## src/rtl/lc3_control_unit.sv

```systemverilog
// rtl/lc3_control_unit.sv - LC-3 ISDU Moore sequencer: fetch, decode, execute.
// Define FETCH_PAUSE_EN to add a Continue-gated pause between S35 and S32.
module lc3_control_unit #(
    parameter int MEM_WAIT_CYCLES = 2
) (
    input  logic       Clk,
    input  logic       Reset,
    input  logic       Run,
    input  logic       Continue,
    input  logic [3:0] Opcode,
    input  logic       IR_5,
    input  logic       IR_11,
    input  logic       BEN,
    output logic       LD_MAR,
    output logic       LD_MDR,
    output logic       LD_IR,
    output logic       LD_BEN,
    output logic       LD_CC,
    output logic       LD_REG,
    output logic       LD_PC,
    output logic       LD_LED,
    output logic       GatePC,
    output logic       GateMDR,
    output logic       GateALU,
    output logic       GateMARMUX,
    output logic       DRMUX,
    output logic       SR1MUX,
    output logic       SR2MUX,
    output logic       ADDR1MUX,
    output logic       MIO_EN,
    output logic [1:0] PCMUX,
    output logic [1:0] ADDR2MUX,
    output logic [1:0] ALUK,
    output logic       Mem_OE,
    output logic       Mem_WE
);

    localparam logic [2:0] LAST_WAIT = 3'(MEM_WAIT_CYCLES - 1);

    typedef enum logic [4:0] {
        HALTED, S18, S33, S35, S32,
        S01, S05, S09, S00, S22, S12, S04, S21, S20,
        S06, S25, S27, S07, S23, S16,
        PAUSE_A, PAUSE_B
`ifdef FETCH_PAUSE_EN
        , FETCH_PAUSE_A, FETCH_PAUSE_B
`endif
    } state_t;

    state_t     state_q, state_d;
    logic [2:0] cnt_q, cnt_d;

    always_ff @(posedge Clk) begin
        if (Reset) begin
            state_q <= HALTED;
            cnt_q   <= 3'd0;
        end else begin
            state_q <= state_d;
            cnt_q   <= cnt_d;
        end
    end

    always_comb begin
        state_d = state_q;
        unique case (state_q)
            HALTED:  if (Run) state_d = S18;
            S18:     state_d = S33;
            S33:     if (cnt_q == LAST_WAIT) state_d = S35;
`ifdef FETCH_PAUSE_EN
            S35:           state_d = FETCH_PAUSE_A;
            FETCH_PAUSE_A: if (Continue) state_d = FETCH_PAUSE_B;
            FETCH_PAUSE_B: if (!Continue) state_d = S32;
`else
            S35:     state_d = S32;
`endif
            S32: begin
                unique case (Opcode)
                    4'b0001: state_d = S01;
                    4'b0101: state_d = S05;
                    4'b1001: state_d = S09;
                    4'b0000: state_d = S00;
                    4'b1100: state_d = S12;
                    4'b0100: state_d = S04;
                    4'b0110: state_d = S06;
                    4'b0111: state_d = S07;
                    4'b1101: state_d = PAUSE_A;
                    default: state_d = S18;
                endcase
            end
            S00:     state_d = BEN ? S22 : S18;
            S04:     state_d = IR_11 ? S21 : S20;
            S06:     state_d = S25;
            S25:     if (cnt_q == LAST_WAIT) state_d = S27;
            S07:     state_d = S23;
            S23:     state_d = S16;
            S16:     if (cnt_q == LAST_WAIT) state_d = S18;
            PAUSE_A: if (Continue) state_d = PAUSE_B;
            PAUSE_B: if (!Continue) state_d = S18;
            default: state_d = S18;
        endcase
    end

    // Counter is zero on entry to any wait/pause state; in PAUSE_A it marks the entry cycle.
    always_comb begin
        cnt_d = 3'd0;
        if (state_d == state_q) begin
            unique case (state_q)
                S33, S25, S16: cnt_d = cnt_q + 3'd1;
                PAUSE_A:       cnt_d = 3'd1;
                default:       cnt_d = 3'd0;
            endcase
        end
    end

    always_comb begin
        LD_MAR = 1'b0; LD_MDR = 1'b0; LD_IR = 1'b0; LD_BEN = 1'b0;
        LD_CC = 1'b0; LD_REG = 1'b0; LD_PC = 1'b0; LD_LED = 1'b0;
        GatePC = 1'b0; GateMDR = 1'b0; GateALU = 1'b0; GateMARMUX = 1'b0;
        DRMUX = 1'b0; SR1MUX = 1'b0; SR2MUX = 1'b0; ADDR1MUX = 1'b0; MIO_EN = 1'b0;
        PCMUX = 2'b00; ADDR2MUX = 2'b00; ALUK = 2'b00;
        Mem_OE = 1'b1; Mem_WE = 1'b1;
        unique case (state_q)
            S18: begin GatePC = 1'b1; LD_MAR = 1'b1; LD_PC = 1'b1; end
            S33, S25: begin
                MIO_EN = 1'b1;
                Mem_OE = 1'b0;
                LD_MDR = (cnt_q == LAST_WAIT);
            end
            S35: begin GateMDR = 1'b1; LD_IR = 1'b1; end
            S32: LD_BEN = 1'b1;
            S01, S05, S09: begin
                SR1MUX = 1'b1;
                SR2MUX = IR_5;
                ALUK = (state_q == S05) ? 2'b01 : (state_q == S09) ? 2'b10 : 2'b00;
                GateALU = 1'b1; LD_REG = 1'b1; LD_CC = 1'b1;
            end
            S22: begin ADDR2MUX = 2'b10; PCMUX = 2'b10; LD_PC = 1'b1; end
            S12, S20: begin
                SR1MUX = 1'b1; ALUK = 2'b11; GateALU = 1'b1; PCMUX = 2'b01; LD_PC = 1'b1;
            end
            S04: begin GatePC = 1'b1; DRMUX = 1'b1; LD_REG = 1'b1; end
            S21: begin ADDR2MUX = 2'b11; PCMUX = 2'b10; LD_PC = 1'b1; end
            S06, S07: begin
                SR1MUX = 1'b1; ADDR1MUX = 1'b1; ADDR2MUX = 2'b01;
                GateMARMUX = 1'b1; LD_MAR = 1'b1;
            end
            S27: begin GateMDR = 1'b1; LD_REG = 1'b1; LD_CC = 1'b1; end
            S23: begin ALUK = 2'b11; GateALU = 1'b1; LD_MDR = 1'b1; end
            S16: Mem_WE = 1'b0;
            PAUSE_A: LD_LED = (cnt_q == 3'd0);
            default: ;
        endcase
    end

endmodule

```

## config.mk

```make
export PLATFORM = sky130hd
export DESIGN_NAME = lc3_control_unit
export DESIGN_NICKNAME = d
export VERILOG_FILES = /design/src/rtl/lc3_control_unit.sv
export SDC_FILE = /design/constraint.sdc
export NUM_CORES = 1
export LEC_CHECK = 0
export BUFFER_PORTS_ARGS = -buffer_cell sky130_fd_sc_hd__buf_2
export CAP_MARGIN = 30
export CORE_ASPECT_RATIO = 1.25
export CORE_MARGIN = 4
export CORE_UTILIZATION = 57
export DETAILED_ROUTE_END_ITERATION = 8
export HOLD_SLACK_MARGIN = 0.12
export PLACE_DENSITY = 0.86
export SYNTH_ARGS = -nofsm -noshare
export SYNTH_HDL_FRONTEND = slang
export SYNTH_SLANG_ARGS = --single-unit
```

## constraint.sdc

```tcl
create_clock -name Clk -period 4 [get_ports Clk]
set_input_delay 0.8 -clock Clk [delete_from_list [all_inputs] [get_ports Clk]]
set_output_delay 0.8 -clock Clk [all_outputs]
set_load 0.005 [all_outputs]
```

==> out/qor.csv, run 1 <==
stage,metric,value,unit
run_status,status,"finished, final reports clean",
pwr,p_leak,0.639,nW
clocking,cts_buffers,3,
setup_path,cp-start-kind,flip-flop,
sta,timing.final.crit_share,73.4,%
clocking,clock_path_buffers,2,
pwr,ir_drop,0.000201,V
sta,tns,0,ps
setup_path,cpPeakStageDelay,920,ps
sta,worst_slew_pin_slew,923,ps
synthesis,async_flop_share,0,%
setup_path,critPathSlowestCell,dfxtp_1,
drt,via_per_inst,5.92,
synthesis,synth-edff-count,0,
global_route,grt_usage,22.0,%
setup_path,path_class,flip-flop to output pin,
cells_and_area,area_growth,13.4,%
clocking,cts_tree,done,
clocking,clock-root-buffer,clkbuf_4,
drt,met1_length,1400,um
drt,routedWlPerCell,13.5,um
drt,vias,1479,
cells_and_area,fin_nets,241,
drt,wl_met2,1650,um
placed_design,placed_cells_incl_taps,247,
cells_and_area,final_cell_area,0.00146,mm2
sta,final-setup-viol-count,0,
drt,drtIter0Drc,34,
worst_hold_path,hold_class,flip-flop to flip-flop,
clocking,cts_resized,0,
sta,slew_viol_final,0,
synthesis,syn-num-nets,214,
setup_path,crit_family,flip-flops,
global_route,grt_pass1_vias,1281,
die,ios,36,
sta,relSlewSlack,38.4,%
synthesis,avgSynthCellArea,6.66,um2
die,placeableCoreArea,0.00219,mm2
placed_design,place_congestion,0.943,
drt,routed-wl-met3,257,um
die,rows,19,
setup_path,cp_cell_sequence,"nand2_1, nor3_1, a31oi_1, o21ai_0, buf_2",
global_route,antenna_found_initial,0,
clocking,cts_setup_buffers,0,
placed_design,hpwl,2660,um
clocking,cts_max_level,1,
setup_path,path_max_fanout,30,
global_route,grt_max_degree,31,
setup_path,worstPathBufferInverterCount,1,
drt,antenna_left,0,
pwr,finalPower,217,uW
sta,clock_skew,3.18,ps
die,die_h,61.2,um
die,die-area,0.00310,mm2
pwr,p_per_area,148,mW/mm2
synthesis,synth-seq-cells,8,
cells_and_area,post-route-util,66.9,%
die,chipWidth,50.6,um
clocking,clk_latency,250,ps
drt,firstDrtPassIters,4,
cells_and_area,finalNonFillerCells,250,
job,drv_cap,0,
sta,clock.fmax,341,MHz
synthesis,synth_seq_area_share,12.4,%
cells_and_area,diodes,0,
drt,maxUsedRoutingLayer,met4,
synthesis,yosys.cell_types.count,52,
cells_and_area,layout-drive-gt1-share,23.3,%
synthesis,synthesis.area,0.00129,mm2
global_route,overflow,0,
synthesis,yosys_warnings,0,
placed_design,placed_area,0.00144,mm2
placed_design,portBuffers,35,
sta,finalHoldViolCount,0,
synthesis,ys.flop_type,dfxtp_1,
global_route,grt_pass1_wl,5440,um
setup_path,arrival,2130,ps
synthesis,synth_cells,194,
clocking,numClockSinks,8,
setup_path,cp-end-kind,output pin,
clocking,cts.clk_slew.worst_paths,50,ps
sta,rsz0062_at_grt,no,
sta,fin_crit,2930,ps
clocking,holdBufCountCts,0,
die,start_util,59.0,%
drt,drc,0,
drt,wl,3380,um
setup_path,cp.required,3200,ps
==> worst register-to-register path: stages (launching register included) <==
cell and delay [ps]:
dfxtp_1 920, nand2b_1 190, or2_1 270, o311ai_1 390, nor4_4 120, xnor2_2 180
nor4_2 290
==> layout by cell type (no fill, tap or decap), drive strengths merged, types with 2 or more instances in the layout <==
master  count
buf        37
nor2       28
nand2      18
a21oi      16
o21ai      15
nand2b     11
inv        10
ha          9
dfxtp       8
nor3        7
a31oi       6
nand3       4
nor2b       4
o31ai       3
nand3b      3
and3        3
clkbuf      3
xnor2       3
nor4        3
or2         2
o22ai       2
o211ai      2
nor3b       2
o311ai      2
a221oi      2
==> cells in the mapped netlist (2+ instances only) <==
cell type / instances / share of area, %
o211ai_1: 2 / 1.2
nor2_1: 28 / 8.1
buf_4: 3 / 1.7
dfxtp_1: 8 / 12
and3_1: 3 / 1.5
nor2b_1: 3 / 1.5
nand3_1: 4 / 1.6
a31oi_1: 6 / 2.9
nand3b_1: 3 / 1.7
nor3_1: 7 / 2.7
o21ai_0: 9 / 3.5
xnor2_1: 2 / 1.4
inv_1: 9 / 2.6
o31ai_1: 3 / 1.7
nand2b_1: 11 / 5.3
nand2_1: 18 / 5.2
or2_1: 2 / 0.97
o21ai_1: 6 / 2.3
ha_1: 9 / 8.7
a21oi_1: 16 / 6.2
buf_2: 3 / 1.2
o22ai_1: 2 / 0.97
clkbuf_1: 8 / 2.3
==> layout make-up <==
class / count / area (um2)
tap: 31 / 38.8
multi-input combinational: 161 / 1010
sequential: 8 / 160
clock buffer: 3 / 22.5
inverter: 10 / 37.5
fill: 213 / 723
timing repair buffer: 37 / 190
==> final timing paths <==
check	startpoint	end	slack, ps	cells past startpoint
min reg2reg	cnt_q[2]	cnt_q[2]	640	2
max reg2reg	state_q[1]	cnt_q[2]	1560	6
max	state_q[1]	ALUK[1]	1070	5
min	cnt_q[2]	cnt_q[2]	640	2
==> logic make-up (layout without fill, tap and decap cells) <==
kind of cell	count (synthesis)	count (layout)	synth area share (%)
buf+inv	25	50	9.01
flops	8	8	12.4
fa+ha+maj	9	9	8.72
simple gates	89	89	36.8
compound gates	58	58	28.9
xor+xnor	4	4	3.30
mux	1	1	0.872
==> layer usage <==
| layer | vias to the layer above | GRT usage (%) |
|---|---|---|
| met5 | - | 0 |
| met4 | 0 | 8.46 |
| met3 | 8 | 3.39 |
| met2 | 73 | 39.9 |
| met1 | 660 | 26.3 |
| li1 | 738 | - |
==> registers in the layout, indices dropped and copies added, names as in the netlist <==
| name | cells |
|---|---|
| cnt_q | 3 |
| state_q | 5 |
==> report_power, final <==
part	total [mW]	leakage [nW]	internal [mW]	switching [mW]
clock network	0.0591	0.0138	0.0342	0.0250
logic	0.0684	0.561	0.0295	0.0388
registers	0.0898	0.0647	0.0813	0.00851
==> stage by stage <==
stage	hold WS [ps]	worst slack, ps
5_1_grt	659	799
3_5_place_dp	633	1370
2_1_floorplan	568	1790
4_1_cts	643	1100
6_report	636	1070
3_3_place_gp	602	1410
No activity file was read; power rests on OpenSTA's default activity.
==> run 2, diff against run 1 <==
Settings changed: CORE_UTILIZATION 57 to 53, PLACE_DENSITY 0.86 to 0.81.
Clock period 4 ns to 2.9 ns, I/O delays scaled along.
==> run 2 against run 1 <==
Routed wire length increased by 9.1%. Combinational power up 42%. Sequential power rose by 37%. Clock-buffer cell count unchanged. First-iteration DRC count grew 110%. Global-route usage is 1.0 points higher. Clock power grew 55%. Total power rose by 43%. Core utilization decreased by 1.7 points. Final area is 0.60% higher. Critical path type unchanged. Critical endpoint unchanged.
==> out/qor.csv, run 2 (synthesis results as in run 1) <==
stage,metric,value,unit
drt,via_per_inst,6.08,
cells_and_area,final_cell_area,0.00147,mm2
drt,met1_length,1450,um
sta,clock.fmax,375,MHz
pwr,p_leak,0.645,nW
sta,setup_slack,235,ps
drt,drtIter0Drc,70,
clocking,cts_buffers,3,
setup_path,path_max_fanout,24,
die,die_h,63.2,um
drt,routed-wl-met3,279,um
clocking,clock_path_buffers,2,
die,ios,36,
clocking,cts_setup_buffers,0,
setup_path,cp-end-kind,output pin,
cells_and_area,finalNonFillerCells,251,
drt,vias,1526,
sta,fin_hold_ws,549,ps
cells_and_area,fin_nets,242,
drt,drc,0,
setup_path,r2r-end,cnt_q[2],
clocking,cts_max_level,1,
pwr,ir_drop,0.000263,V
cells_and_area,n_fill_cell,220,
cells_and_area,area_growth,14.1,%
sta,worst_slew_pin_slew,807,ps
cells_and_area,multiInputGateArea,0.00101,mm2
sta,fin_crit,2660,ps
sta,slew_viol_final,0,
worst_hold_path,hp-start,Reset,
placed_design,place_congestion,0.923,
pwr,p_per_area,212,mW/mm2
sta,tns,0,ps
cells_and_area,regMostFlops,state_q,
die,chipWidth,52.1,um
cells_and_area,diodes,0,
cells_and_area,layout-drive-gt1-share,24.1,%
setup_path,cp-startpoint,state_q[3],
worst_hold_path,hold_path_end,state_q[1],
setup_path,cp-start-kind,flip-flop,
sta,timing.final.crit_share,91.9,%
drt,antenna_left,0,
die,rows,19,
drt,maxUsedRoutingLayer,met4,
sta,relSlewSlack,46.2,%
cells_and_area,post-route-util,65.2,%
sta,clock_skew,8.14,ps
die,placeableCoreArea,0.00226,mm2
global_route,grt_max_degree,31,
setup_path,cp_cell_sequence,"nand2_1, nor3_1, a31oi_1, o21ai_0, buf_2",
job,drv_cap,0,
setup_path,path_class,flip-flop to output pin,
cells_and_area,seqCellArea,161,um2
global_route,antenna_found_initial,0,
clocking,clock-root-buffer,clkbuf_4,
drt,wl,3690,um
placed_design,placed_cells_incl_taps,248,
sta,finalHoldViolCount,0,
die,die-area,0.00329,mm2
placed_design,pre_cts_ws,425,ps
worst_hold_path,hold_class,input pin to flip-flop,
cells_and_area,biggestRegsByFlops,"state_q x5, cnt_q x3",
setup_path,cp.required,2320,ps
cells_and_area,largest_reg_flops,5,
global_route,grt_usage,23.0,%
setup_path,arrival,2080,ps
drt,routedWlPerCell,14.7,um
sta,rsz0062_at_grt,no,
global_route,grt_pass1_wl,6020,um
setup_path,r2r-start,state_q[3],
drt,wl_met2,1850,um
setup_path,cpPeakStageDelay,840,ps
placed_design,portBuffers,35,
global_route,grt_pass1_vias,1316,
setup_path,rr_worst_depth,6,
die,start_util,57.2,%
clocking,cts.clk_slew.worst_paths,60,ps
drt,firstDrtPassIters,5,
cells_and_area,layout_commonest_cell,buf_2,
placed_design,placed_area,0.00145,mm2
sta,final-setup-viol-count,0,
clocking,numClockSinks,8,
clocking,cts_tree,done,
pwr,finalPower,312,uW
run_status,status,"finished, final reports clean",
setup_path,rrSetupSlack,600,ps
placed_design,hpwl,2870,um
cells_and_area,final_cell_mix,"buf_2 (35), nor2_1 (28), nand2_1 (18), a21oi_1 (16), nand2b_1 (11)",
setup_path,critPathSlowestCell,dfxtp_1,
global_route,overflow,0,
clocking,clk_latency,270,ps
worst_hold_path,hold-path-cell-count,2,
run 2: changes by cell type in the layout (fill, tap and decap cells not counted), sizes merged:
| cell | delta |
|---|---|
| buf | +1 |
run 2: report_power, final:
part / leakage [nW] / internal (mW) / switching [mW] / total (mW)
clock: 0.0138 / 0.0478 / 0.0438 / 0.0916
sequential: 0.0652 / 0.112 / 0.0112 / 0.123
combinational: 0.566 / 0.0407 / 0.0562 / 0.0969
total: 0.645 / 0.201 / 0.111 / 0.312
run 2: per-layer routing:
layer,GRT usage [%],vias to the layer above
li1,-,740
met1,27.4,687
met2,40.4,88
met3,2.12,11
met4,10.2,0
met5,0,-
run 2: worst max-delay path by stage:
stage | to | slack (ps)
after global routing | ALUK[1] | 90
after floorplan | cnt_q[1] | 910
after global placement | ALUK[1] | 590
final | ALUK[1] | 240
after detailed placement | cnt_q[2] | 420
after CTS | ALUK[1] | 180
run 2: critical path, delay by kind of cell, from the launching register on:
kind	cells	cell delay, ps
DFF	1	840
and+or+nand+nor	2	620
AOI/OAI and AO/OA	2	230
buffers and inverters	1	130
run 2: layout make-up:
type,count,area share (%)
Sequential cell,8,11.0
Timing Repair Buffer,38,13.4
Tap cell,31,2.63
Multi-Input combinational cell,161,68.9
Clock buffer,3,1.53
Inverter,10,2.55
run 2: timing repair:
| item | CTS | global route |
|---|---|---|
| gates resized for setup | 0 | 1 |
| endpoints found under the setup margin | 0 | 1 |
| hold buffers | 0 | 0 |
| endpoints found under the hold margin | 0 | 0 |
==> run 3, diff against run 2 <==
Settings changed: CORE_UTILIZATION 53 to 38, GPL_ROUTABILITY_DRIVEN set to 1, PLACE_DENSITY 0.81 to unset.
==> run 3 against run 2 <==
Routed wire length rose by 4.4%. Non-clock buffer count rose by 3. Via count is 4.8% lower. Highest routed layer unchanged. Flip-flop and latch count is the same. Clock skew shrank 7.3 ps.
==> out/qor.csv, run 3 (synthesis results as in run 1) <==
stage,metric,value,unit
die,die_h,73.2,um
setup_path,arrival,2010,ps
pwr,ir_drop,0.000237,V
drt,vias,1453,
setup_path,path_max_fanout,25,
die,placeableCoreArea,0.00325,mm2
clocking,holdBufCountCts,0,
pwr,finalPower,359,uW
pwr,p_per_area,236,mW/mm2
sta,relSlewSlack,46.2,%
cells_and_area,biggestRegsByFlops,"state_q x5, cnt_q x3",
cells_and_area,regMostFlops,state_q,
global_route,overflow,0,
global_route,grt_pass1_vias,1367,
cells_and_area,finalNonFillerCells,260,
sta,clock.fmax,386,MHz
pwr,p_leak,0.669,nW
die,ios,36,
clocking,cts_buffers,3,
sta,slew_viol_final,0,
clocking,cts_tree,done,
clocking,cts_max_level,1,
cells_and_area,layout-drive-gt1-share,24.7,%
clocking,clock-root-buffer,clkbuf_8,
global_route,grt_usage,18.5,%
clocking,clock_path_buffers,2,
cells_and_area,final_cell_mix,"buf_2 (35), nor2_1 (28), nand2_1 (18), a21oi_1 (16), nand2b_1 (11)",
die,start_util,39.7,%
clocking,cts_resized,0,
placed_design,pre_cts_ws,445,ps
drt,drc,0,
setup_path,rrSetupSlack,410,ps
clocking,cts_setup_buffers,0,
worst_hold_path,hold_class,flip-flop to flip-flop,
clocking,cts.clk_slew.worst_paths,40,ps
sta,rsz0062_at_grt,no,
cells_and_area,seqCellArea,160,um2
die,die-area,0.00440,mm2
setup_path,r2r-end,cnt_q[1],
sta,worst_slew_pin_slew,806,ps
drt,wl,3850,um
sta,final-setup-viol-count,0,
job,drv_cap,0,
worst_hold_path,hp-start,cnt_q[2],
worst_hold_path,hold-path-cell-count,2,
cells_and_area,multiInputGateArea,0.00101,mm2
global_route,antenna_found_initial,0,
clocking,clk_latency,230,ps
cells_and_area,n_fill_cell,353,
cells_and_area,layout_commonest_cell,buf_2,
placed_design,portBuffers,35,
die,rows,23,
clocking,numClockSinks,8,
sta,clock_skew,0.792,ps
cells_and_area,fin_nets,245,
sta,timing.final.crit_share,89.3,%
sta,setup_slack,311,ps
placed_design,place_congestion,0.879,
global_route,grt_pass1_wl,6380,um
sta,fin_crit,2590,ps
sta,tns,0,ps
placed_design,hpwl,3080,um
cells_and_area,area_growth,17.7,%
cells_and_area,largest_reg_flops,5,
placed_design,placed_cells_incl_taps,257,
sta,finalHoldViolCount,0,
drt,drtIter0Drc,72,
drt,firstDrtPassIters,4,
drt,routedWlPerCell,14.8,um
global_route,grt_max_degree,26,
die,chipWidth,60.1,um
setup_path,cp-start-kind,flip-flop,
worst_hold_path,hold_path_end,cnt_q[2],
setup_path,cp.required,2320,ps
run_status,status,"finished, final reports clean",
drt,via_per_inst,5.59,
setup_path,cp-end-kind,output pin,
setup_path,path_class,flip-flop to output pin,
setup_path,rr_worst_depth,6,
drt,antenna_left,0,
cells_and_area,diodes,0,
setup_path,r2r-start,state_q[1],
-- run 3: through the flow --
step | cell area (um2) | utilization [%] | hold WS (ps)
after floorplan | 1290 | - | 568
after global placement | 1480 | 45.5 | 598
after detailed placement | 1480 | 45.5 | 594
after CTS | 1520 | 46.7 | 607
after global routing | 1520 | 46.7 | 612
final | 1520 | 46.7 | 603
-- run 3: cell type report --
cell class | count | area share [%]
Clock buffer | 3 | 2.72
Inverter | 10 | 2.47
Multi-Input combinational cell | 161 | 66.7
Sequential cell | 8 | 10.5
Tap cell | 37 | 3.05
Timing Repair Buffer | 41 | 14.5
-- run 3: power by group --
part | total, mW | leakage [nW] | internal (mW) | switching, mW
clock | 0.136 | 0.0216 | 0.0901 | 0.0464
combinational | 0.101 | 0.582 | 0.0426 | 0.0584
sequential | 0.122 | 0.0647 | 0.113 | 0.00919
-- run 3: metal layers --
metal / wire, um / global-route usage [%] / up-vias
met1: 1680 / 24.4 / 641
met5: 0 / 0 / -
met4: 116 / 7.39 / 0
met3: 208 / 1.24 / 8
met2: 1840 / 30.6 / 53
li1: - / - / 751
-- run 3: critical path, stage by stage, from the launching register on --
cell	delay [ps]
dfxtp_1	820
nor2b_1	470
a211oi_1	140
nor3b_1	210
buf_2	140
-- run 3: worst max path at each step --
stage | start | to | slack, ps | depth (start not counted)
finish | state_q[1] | LD_PC | 310 | 4
detailed placement | state_q[1] | cnt_q[1] | 440 | 6
CTS | state_q[1] | LD_PC | 320 | 4
global route | state_q[3] | ALUK[1] | 90 | 5
floorplan | Opcode[0] | cnt_q[1] | 910 | 8
global placement | state_q[1] | cnt_q[1] | 440 | 6
